## src/rtl/simple_bus_pkg.sv

```systemverilog
// Shared helpers for the simple_bus interconnect.
package simple_bus_pkg;

  // Width of an index selecting one of n ports; never narrower than one bit.
  function automatic int unsigned sel_width(input int unsigned n);
    return (n > 1) ? $clog2(n) : 1;
  endfunction

endpackage

```

## src/rtl/simple_bus_arbiter.sv

```systemverilog
// Fixed-priority arbiter: lowest-index requester wins. Provides both a
// one-hot grant vector and the binary index of the winner.
module simple_bus_arbiter #(
  parameter int unsigned N    = 1,
  parameter int unsigned IdxW = 1
) (
  input  logic [N-1:0]    req,
  output logic [N-1:0]    gnt,
  output logic [IdxW-1:0] idx,
  output logic            valid
);

  // Scan from index 0 upwards; the first asserted request takes the grant.
  always_comb begin
    gnt   = '0;
    idx   = '0;
    valid = 1'b0;
    for (int unsigned i = 0; i < N; i++) begin
      if (req[i] && !valid) begin
        gnt[i] = 1'b1;
        idx    = IdxW'(i);
        valid  = 1'b1;
      end
    end
  end

endmodule

```

## src/rtl/simple_bus.sv

```systemverilog
// simple_bus: combinationally arbitrated request/response interconnect.
// One host is granted per cycle, its address is decoded against per-device
// base/mask pairs, and the selected device's response one cycle later is
// routed back to the granted host.
module simple_bus
  import simple_bus_pkg::*;
#(
  parameter int unsigned NrDevices    = 1,
  parameter int unsigned NrHosts      = 1,
  parameter int unsigned DataWidth    = 32,
  parameter int unsigned AddressWidth = 32
) (
  input  logic                      clk_i,
  input  logic                      rst_i,

  input  logic                      host_req_i    [NrHosts],
  output logic                      host_gnt_o    [NrHosts],
  input  logic [AddressWidth-1:0]   host_addr_i   [NrHosts],
  input  logic                      host_we_i     [NrHosts],
  input  logic [DataWidth/8-1:0]    host_be_i     [NrHosts],
  input  logic [DataWidth-1:0]      host_wdata_i  [NrHosts],
  output logic                      host_rvalid_o [NrHosts],
  output logic [DataWidth-1:0]      host_rdata_o  [NrHosts],
  output logic                      host_err_o    [NrHosts],

  output logic                      device_req_o    [NrDevices],
  output logic [AddressWidth-1:0]   device_addr_o   [NrDevices],
  output logic                      device_we_o     [NrDevices],
  output logic [DataWidth/8-1:0]    device_be_o     [NrDevices],
  output logic [DataWidth-1:0]      device_wdata_o  [NrDevices],
  input  logic                      device_rvalid_i [NrDevices],
  input  logic [DataWidth-1:0]      device_rdata_i  [NrDevices],
  input  logic                      device_err_i    [NrDevices],

  input  logic [AddressWidth-1:0]   cfg_device_addr_base [NrDevices],
  input  logic [AddressWidth-1:0]   cfg_device_addr_mask [NrDevices]
);

  localparam int unsigned HostSelW = sel_width(NrHosts);
  localparam int unsigned DevSelW  = sel_width(NrDevices);

  logic [NrHosts-1:0]      host_req_vec;
  logic [NrHosts-1:0]      host_gnt_vec;
  logic [HostSelW-1:0]     host_sel;
  logic                    host_sel_valid;

  logic [AddressWidth-1:0] win_addr;
  logic                    win_we;
  logic [DataWidth/8-1:0]  win_be;
  logic [DataWidth-1:0]    win_wdata;

  logic [DevSelW-1:0]      dev_sel;
  logic                    dev_hit;

  logic                    rsp_pending;
  logic [HostSelW-1:0]     rsp_host;
  logic [DevSelW-1:0]      rsp_dev;
  logic                    rsp_unmapped;

  logic                    sel_rvalid;
  logic [DataWidth-1:0]    sel_rdata;
  logic                    sel_err;

  // Pack the unpacked host request array for the arbiter.
  always_comb begin
    host_req_vec = '0;
    for (int unsigned h = 0; h < NrHosts; h++) begin
      host_req_vec[h] = host_req_i[h];
    end
  end

  simple_bus_arbiter #(
    .N    (NrHosts),
    .IdxW (HostSelW)
  ) u_host_arb (
    .req   (host_req_vec),
    .gnt   (host_gnt_vec),
    .idx   (host_sel),
    .valid (host_sel_valid)
  );

  // Grants go straight back to the hosts in the same cycle.
  always_comb begin
    for (int unsigned h = 0; h < NrHosts; h++) begin
      host_gnt_o[h] = host_gnt_vec[h];
    end
  end

  // Select the winning host's request fields.
  always_comb begin
    win_addr  = '0;
    win_we    = 1'b0;
    win_be    = '0;
    win_wdata = '0;
    for (int unsigned h = 0; h < NrHosts; h++) begin
      if (host_sel == HostSelW'(h)) begin
        win_addr  = host_addr_i[h];
        win_we    = host_we_i[h];
        win_be    = host_be_i[h];
        win_wdata = host_wdata_i[h];
      end
    end
  end

  // Address decode: lowest-index device whose masked address matches its base.
  always_comb begin
    dev_sel = '0;
    dev_hit = 1'b0;
    for (int unsigned d = 0; d < NrDevices; d++) begin
      if (!dev_hit && ((win_addr & cfg_device_addr_mask[d]) == cfg_device_addr_base[d])) begin
        dev_sel = DevSelW'(d);
        dev_hit = 1'b1;
      end
    end
  end

  // Broadcast the winning fields to all devices; only the decoded one gets req.
  always_comb begin
    for (int unsigned d = 0; d < NrDevices; d++) begin
      device_req_o[d]   = host_sel_valid && dev_hit && (dev_sel == DevSelW'(d));
      device_addr_o[d]  = win_addr;
      device_we_o[d]    = win_we;
      device_be_o[d]    = win_be;
      device_wdata_o[d] = win_wdata;
    end
  end

  // Remember who was granted and where the request went, for next-cycle routing.
  always_ff @(posedge clk_i or posedge rst_i) begin
    if (rst_i) begin
      rsp_pending  <= 1'b0;
      rsp_host     <= '0;
      rsp_dev      <= '0;
      rsp_unmapped <= 1'b0;
    end else begin
      rsp_pending  <= host_sel_valid;
      rsp_host     <= host_sel;
      rsp_dev      <= dev_sel;
      rsp_unmapped <= !dev_hit;
    end
  end

  // Pick the response source: the registered device, or a synthetic error
  // when the previous request decoded to nothing.
  always_comb begin
    sel_rvalid = 1'b0;
    sel_rdata  = '0;
    sel_err    = 1'b0;
    if (rsp_unmapped) begin
      sel_rvalid = 1'b1;
      sel_err    = 1'b1;
    end else begin
      for (int unsigned d = 0; d < NrDevices; d++) begin
        if (rsp_dev == DevSelW'(d)) begin
          sel_rvalid = device_rvalid_i[d];
          sel_rdata  = device_rdata_i[d];
          sel_err    = device_err_i[d];
        end
      end
    end
  end

  // Deliver the response only to the host granted last cycle; others see zero.
  always_comb begin
    for (int unsigned h = 0; h < NrHosts; h++) begin
      if (rsp_pending && (rsp_host == HostSelW'(h))) begin
        host_rvalid_o[h] = sel_rvalid;
        host_rdata_o[h]  = sel_rdata;
        host_err_o[h]    = sel_err;
      end else begin
        host_rvalid_o[h] = 1'b0;
        host_rdata_o[h]  = '0;
        host_err_o[h]    = 1'b0;
      end
    end
  end

endmodule

```

## config.mk

```make
export PLATFORM = sky130hd
export DESIGN_NAME = simple_bus
export DESIGN_NICKNAME = d
export VERILOG_FILES = /design/src/rtl/simple_bus_pkg.sv /design/src/rtl/simple_bus_arbiter.sv /design/src/rtl/simple_bus.sv
export SDC_FILE = /design/constraint.sdc
export NUM_CORES = 1
export LEC_CHECK = 0
export BUFFER_PORTS_ARGS = -buffer_cell sky130_fd_sc_hd__clkbuf_2
export CAP_MARGIN = 20
export CORE_AREA = 2 2 105 107
export DETAILED_ROUTE_END_ITERATION = 16
export DIE_AREA = 0 0 107 109
export PLACE_DENSITY_LB_ADDON = 0.2
export REMOVE_ABC_BUFFERS = 1
export SKIP_CTS_REPAIR_TIMING = 1
export SLEW_MARGIN = 20
export SYNTH_ARGS = -nofsm -noshare
export SYNTH_HDL_FRONTEND = slang
export SYNTH_SLANG_ARGS = --single-unit
```

## constraint.sdc

```tcl
create_clock -name clk_i -period 2.15 [get_ports clk_i]
set_input_delay 0.1075 -clock clk_i [delete_from_list [all_inputs] [get_ports clk_i]]
set_output_delay 0.1075 -clock clk_i [all_outputs]
set_load 0.1 [all_outputs]
```

==> summary.txt, run 1 <==
WORST HOLD PATH
-----------------------------------------------------------------------------------------------
Destination of the worst hold path ...............................................  rsp_pending
Hold path startpoint .............................................................   host_req_i
Path category of the worst min-delay check ....................................... input port to flip-flop
Cell count of the worst hold path ................................................            1

FLOORPLANNING
-----------------------------------------------------------------------------------------------
Die footprint ....................................................................   11,700 um2
I/O pin total ....................................................................          275
Chip Width .......................................................................       107 um
Die Height .......................................................................       109 um
Core Area ........................................................................   10,600 um2
Effective utilization at floorplan ...............................................        0.122
Row count ........................................................................           38

POWER AND IR DROP
-----------------------------------------------------------------------------------------------
Pwr per Cell Area ................................................................   273 nW/um2
Leakage ..........................................................................      1.32 nW
Worst VDD drop ...................................................................     0.143 mV

TIMING
-----------------------------------------------------------------------------------------------
Number of pins exceeding their max-slew limit in the final report ................            0
Post-layout minimum cycle time ...................................................      1.63 ns
Tightest Pin Transition ..........................................................     0.545 ns
Setup_tns ........................................................................         0 ns
Period utilization ...............................................................        0.759
Final Hold Violating Endpoints ...................................................            0
Setup violations, final ..........................................................            0
Unrepaired setup endpoints after global routing ..................................           no
Relative slew slack ..............................................................        0.638
Highest Clock Rate ...............................................................      613 MHz

CLOCK TREE
-----------------------------------------------------------------------------------------------
Num CTS Buffers ..................................................................            3
Maximum buffer depth of the clock tree ...........................................            2
Number of H-tree levels ..........................................................            1
Sinks on the clock net ...........................................................            2
CTS tree .........................................................................         done
Clk Tree Root Cell ...............................................................     clkbuf_8
Clock input transition at the sequential cells of the worst setup and hold paths .      0.03 ns

GLOBAL ROUTING
-----------------------------------------------------------------------------------------------
Number of global-route vias before repair ........................................        1,527
Total gr overflow ................................................................            0
Global-route wire length before repair ...........................................      9520 um
GR Util All Layers ...............................................................        0.117
Number of antenna violations at the first check in global routing ................            0
Maximum number of pins on one net before global-route repair .....................           29

SYNTH
-----------------------------------------------------------------------------------------------
Post-synth ARST share ............................................................         1.00
Largest cells by area after synthesis ............................................ buf_4, xor2_1, and2_1
Top cell type's share of synthesized area ........................................        0.405
Warning count from the yosys run .................................................            0
Synth Cell Area ..................................................................     1300 um2
Largest area contributor in the netlist ..........................................        buf_4
Mapped Cells .....................................................................          187
Synthesis-stage register bit count ...............................................            2
Most used standard cell by instance count after synthesis ........................        buf_4
Number of enable flip-flop cells after synthesis .................................            0
Number of different library cells in the post-synthesis netlist ..................           12
Avg Synthesized Cell Area ........................................................     6.94 um2
Top cells by instance count after synthesis ...................................... buf_4, nand2_1, and2_1, xor2_1, nand4_1
Sequential element share of the synthesized area .................................       0.0386
Main flop type after synthesis ...................................................      dfrtp_1

CELLS AND AREA
-----------------------------------------------------------------------------------------------
Area grow syn2layout .............................................................        92.0%
Final standard cell area without fillers .........................................     2490 um2
Antenna diodes ...................................................................            0
Fill cells .......................................................................        1,175
Final Core Density ...............................................................        0.235
Fraction of final layout cells with drive strength greater than 1 ................        0.646
Net count, final .................................................................          491

ROUTING
-----------------------------------------------------------------------------------------------
Violation count after the first detailed-routing iteration .......................           70
Via/cell ratio ...................................................................         3.59
WL final .........................................................................      7270 um
Post-detailed-route wirelength per cell ..........................................      15.8 um
Final antenna-violating net count ................................................            0
Number of detailed-routing iterations run before antenna repair ..................            4
Drc violations ...................................................................            0
DR vias ..........................................................................        1,648

WORST SETUP PATH
-----------------------------------------------------------------------------------------------
List of cells traversed by the critical path ..................................... nor2b_1 -> buf_4 -> and2_1 -> buf_12
Crit path required time ..........................................................      2.04 ns
Worst Setup Start Kind ...........................................................    flip-flop
Peak fanout along the critical path ..............................................           28
Worst setup EP type .............................................................. primary output
Critical Path Max Stage Delay ....................................................      0.39 ns
WS Path Type ..................................................................... flip-flop to primary output
CP Data Arrival Time .............................................................      1.52 ns
Standard cell with the maximum stage delay on the critical path ..................      dfrtp_1

PLACEMENT
-----------------------------------------------------------------------------------------------
Detailed placer's ending HPWL ....................................................      6880 um
Placed inst area .................................................................     2440 um2
Count of port buffers added during placement .....................................          200
Routability congestion estimate from global placement ............................        0.691

RUN STATUS
-----------------------------------------------------------------------------------------------
Status ........................................................................... finished, final reports clean

JOB
-----------------------------------------------------------------------------------------------
Number of violations of the max-capacitance limit ................................            0

[per-layer routing]
metal  up-vias  global-route usage  wire length (um)
met5         -              0.0625                95
met4         4              0.0269               104
met3         8               0.127              1850
met2       179               0.161              2860
met1       679               0.115              2350
li1        778                   -                 -
[where the power goes]
part | internal, mW | switching, mW
combinational | 0.141 | 0.349
clock | 0.118 | 0.0305
sequential | 0.0389 | 0.000660
[logic make-up (layout without fill, tap and decap cells)]
group / count (synthesis) / after routing / synth area share
AOI/OAI and AO/OA: 2 / 2 / 0.0116
xor gates and xnor gates: 32 / 32 / 0.216
DFF: 2 / 2 / 0.0386
and+or+nand+nor: 77 / 77 / 0.317
buffers and inverters: 74 / 206 / 0.417
[cell usage in the layout (no fill, tap or decap)]
cell | netlist | routed
o21a_1 | 2 | 2
buf_12 | 0 | 33
nand2_1 | 33 | 33
buf_4 | 70 | 1
xor2_1 | 32 | 32
and3_1 | 1 | 1
nand4_1 | 8 | 8
dlygate4sd3_1 | 0 | 1
and2_1 | 32 | 32
nor2b_1 | 1 | 1
clkbuf_2 | 0 | 167
dfrtp_1 | 2 | 2
nor4_2 | 2 | 2
inv_1 | 1 | 1
clkbuf_8 | 0 | 3
[worst max-delay path: cells and delay by family, from the launching register on]
kind / cells / cell delay, ns
and+or+nand+nor: 2 / 0.45
DFF: 1 / 0.39
buffers and inverters: 2 / 0.47
[metrics by stage]
stage               hold WS (ns)  total power [mW]  instances  setup WS [ns]
finish                    0.0585             0.679        459          0.518
global route              0.0527             0.719        459          0.340
CTS                       -0.219             0.689        458          0.405
detailed placement       0.00516             0.533        455          0.413
global placement          0.0125             0.532        455          0.455
floorplan                 -0.151             0.117        114         0.0997
[flip-flops by register name, summed over array words and instances, names as in the netlist]
register	cells
rsp_unmapped	1
rsp_pending	1
[how the worst max path moves through the flow]
stage                         from          endpoint  cells past startpoint
global route           rsp_pending  host_rdata_o[15]                      4
global placement    host_addr_i[1]      device_req_o                      7
finish                rsp_unmapped  host_rdata_o[15]                      4
CTS                 host_addr_i[1]      device_req_o                      7
floorplan             rsp_unmapped   host_rdata_o[0]                      2
detailed placement  host_addr_i[1]      device_req_o                      7
[cell type report]
cell class                 instances  area, um2  area share
inverter                           1       3.75     0.00151
clock buffer                       3       41.3      0.0166
sequential                         2       50.0      0.0201
multi-input combinational        111        707       0.284
tap                              140        175      0.0703
timing repair buffer             202       1510       0.608
Note: power is estimated with default switching activity, not from simulation.
==> run 2: changes to the inputs <==
--- a/config.mk
+++ b/config.mk
@@ -7,9 +7,9 @@
 export LEC_CHECK = 0
 export BUFFER_PORTS_ARGS = -buffer_cell sky130_fd_sc_hd__clkbuf_2
 export CAP_MARGIN = 20
-export CORE_AREA = 2 2 105 107
+export CORE_AREA = 2 2 106 108
 export DETAILED_ROUTE_END_ITERATION = 16
-export DIE_AREA = 0 0 107 109
+export DIE_AREA = 0 0 108 110
 export PLACE_DENSITY_LB_ADDON = 0.2
 export REMOVE_ABC_BUFFERS = 1
 export SKIP_CTS_REPAIR_TIMING = 1
==> constraint.sdc (replaced) <==
create_clock -name clk_i -period 1.6 [get_ports clk_i]
set_input_delay 0.08 -clock clk_i [delete_from_list [all_inputs] [get_ports clk_i]]
set_output_delay 0.08 -clock clk_i [all_outputs]
set_load 0.1 [all_outputs]
==> run 2 against run 1 <==
Via count fell by 2.9%; cell area rose by 0.50%; utilization fell by 0.092 points; power rose by 34%; wire length fell by 12%; largest cell class unchanged.
==> summary.txt, run 2 (synthesis gave the netlist of run 1 again) <==
ROUTING
-----------------------------------------------------------------------------------------------
Violation count after the first detailed-routing iteration .......................           36   -49%
Drc violations ...................................................................            0   unchanged
Number of detailed-routing iterations run before antenna repair ..................            4   unchanged
Via/cell ratio ...................................................................         3.49   -2.9%
WL final .........................................................................      6370 um   -12%
Post-detailed-route wirelength per cell ..........................................      13.9 um   -12%
DR vias ..........................................................................        1,601   -2.9%
Final antenna-violating net count ................................................            0   unchanged

FLOORPLANNING
-----------------------------------------------------------------------------------------------
Row count ........................................................................           38   unchanged
I/O pin total ....................................................................          275   unchanged
Chip Width .......................................................................       108 um   +0.93%
Core Area ........................................................................   10,700 um2   +0.90%
Effective utilization at floorplan ...............................................        0.121   -0.00109
Die footprint ....................................................................   11,900 um2   +1.9%
Die Height .......................................................................       110 um   +0.92%

WORST SETUP PATH
-----------------------------------------------------------------------------------------------
Setup crit end ................................................................... host_rdata_o[9]
CP Data Arrival Time .............................................................      1.44 ns   -0.08 ns
Crit path top cell by count ......................................................       buf_12
Crit path depth ..................................................................            4   unchanged
Worst setup EP type .............................................................. primary output
Peak fanout along the critical path ..............................................           32   +14%
Critical path buffer and inverter count ..........................................            2   unchanged
List of cells traversed by the critical path ..................................... nor2b_1 -> buf_12 -> and2_1 -> buf_12
Cell type group with the largest total delay on the critical path ................ simple AND/OR/NAND/NOR gates
WS Path Type ..................................................................... flip-flop to primary output
Standard cell with the maximum stage delay on the critical path ..................      dfrtp_1
Worst Setup Start Kind ...........................................................    flip-flop
Critical Path Max Stage Delay ....................................................      0.39 ns   about the same
Crit path required time ..........................................................      1.52 ns   -0.52 ns
Critical path startpoint ......................................................... rsp_unmapped

TIMING
-----------------------------------------------------------------------------------------------
Setup violations, final ..........................................................            0   unchanged
Highest Clock Rate ...............................................................      657 MHz
Relative slew slack ..............................................................        0.635   -0.00274
Final Hold Violating Endpoints ...................................................            0   unchanged
Unrepaired setup endpoints after global routing ..................................           no
Min Hold Slack ...................................................................    0.0490 ns   -0.00947 ns
Tightest Pin Transition ..........................................................     0.549 ns   +0.00413 ns
Worst setup margin ...............................................................    0.0782 ns   -0.439 ns
Number of pins exceeding their max-slew limit in the final report ................            0   unchanged
Period utilization ...............................................................        0.951
Post-layout minimum cycle time ...................................................      1.52 ns

POWER AND IR DROP
-----------------------------------------------------------------------------------------------
Post-layout total power ..........................................................     0.909 mW   +34%
Pwr per Cell Area ................................................................   363 nW/um2   +33%
Leakage ..........................................................................      1.32 nW   +0.20%
Worst VDD drop ...................................................................     0.135 mV   -4.9%

CELLS AND AREA
-----------------------------------------------------------------------------------------------
Fraction of final layout cells with drive strength greater than 1 ................        0.646   unchanged
Leading cell type in the layout, fill and taps excluded ..........................     clkbuf_2
Net count, final .................................................................          491   unchanged
Leading cell types in the layout, fill and taps excluded ......................... clkbuf_2, buf_12, nand2_1
Area grow syn2layout .............................................................        93.0%
Top flop regs .................................................................... rsp_pending x1, rsp_unmapped x1
Antenna diodes ...................................................................            0   unchanged

CLOCK TREE
-----------------------------------------------------------------------------------------------
Num CTS Buffers ..................................................................            3   unchanged
Maximum buffer depth of the clock tree ...........................................            2   unchanged
Clock input transition at the sequential cells of the worst setup and hold paths .      0.03 ns   about the same
Number of H-tree levels ..........................................................            1   unchanged
Clk Tree Root Cell ...............................................................     clkbuf_8
Sinks on the clock net ...........................................................            2   unchanged
CTS tree .........................................................................         done

GLOBAL ROUTING
-----------------------------------------------------------------------------------------------
Number of global-route vias before repair ........................................        1,399   -8.4%
Total gr overflow ................................................................            0   unchanged
Number of antenna violations at the first check in global routing ................            0   unchanged
GR Util All Layers ...............................................................       0.0954   -0.0214
Global-route wire length before repair ...........................................      7930 um   -17%
Maximum number of pins on one net before global-route repair .....................           33   +14%

WORST HOLD PATH
-----------------------------------------------------------------------------------------------
Path category of the worst min-delay check ....................................... input port to flip-flop
Hold path startpoint .............................................................   host_req_i

PLACEMENT
-----------------------------------------------------------------------------------------------
Count of port buffers added during placement .....................................          200   unchanged
Routability congestion estimate from global placement ............................        0.684   -0.96%
Post-placement setup slack .......................................................     0.154 ns   -0.260 ns
Detailed placer's ending HPWL ....................................................      6060 um   -12%

RUN STATUS
-----------------------------------------------------------------------------------------------
Status ........................................................................... finished, final reports clean

JOB
-----------------------------------------------------------------------------------------------
Number of violations of the max-capacitance limit ................................            0   unchanged

-- run 2: changes by cell type in the layout (fill, tap and decap cells not counted) --
cell	previous run	this run
buf_12	33	34
buf_4	1	0
-- run 2: routing by layer --
layer,global-route usage,wire [um],vias up
li1,-,-,779
met1,0.103,2210,643
met2,0.142,2660,169
met3,0.0729,1370,8
met4,0.0256,59,2
met5,0.0491,75,-
-- run 2: where the power goes --
group / switching [mW] / internal (mW) / leakage, nW / total, mW
Sequential: 0.00102 / 0.0523 / 0.0204 / 0.0533
Combinational: 0.465 / 0.190 / 1.28 / 0.655
Clock: 0.0409 / 0.159 / 0.0216 / 0.200
Total: 0.507 / 0.401 / 1.32 / 0.909
-- run 2: stage by stage --
| stage | setup TNS [ns] | std cells | util | instance area, um2 |
|---|---|---|---|---|
| after floorplan | -13.53 | 114 | - | 761 |
| after global placement | 0 | 455 | 0.229 | 2450 |
| after detailed placement | 0 | 455 | 0.229 | 2450 |
| after CTS | 0 | 458 | 0.233 | 2490 |
| after global routing | 0 | 459 | 0.234 | 2500 |
| final | 0 | 459 | 0.234 | 2500 |
-- run 2: area by class of cell --
cell class / instances / area, um2
inverter: 1 / 3.75
tap: 140 / 175
fill: 1215 / 8190
sequential: 2 / 50.0
timing repair buffer: 202 / 1530
clock buffer: 3 / 41.3
multi-input combinational: 111 / 707
-- run 2: worst min path at each step --
stage / to / slack [ns] / depth (start not counted)
2_1_floorplan: rsp_pending / -0.18 / 1
3_3_place_gp: rsp_unmapped / -0.09 / 2
3_5_place_dp: rsp_unmapped / -0.08 / 2
4_1_cts: rsp_pending / -0.31 / 2
5_1_grt: rsp_pending / 0.05 / 1
6_report: rsp_pending / 0.05 / 1
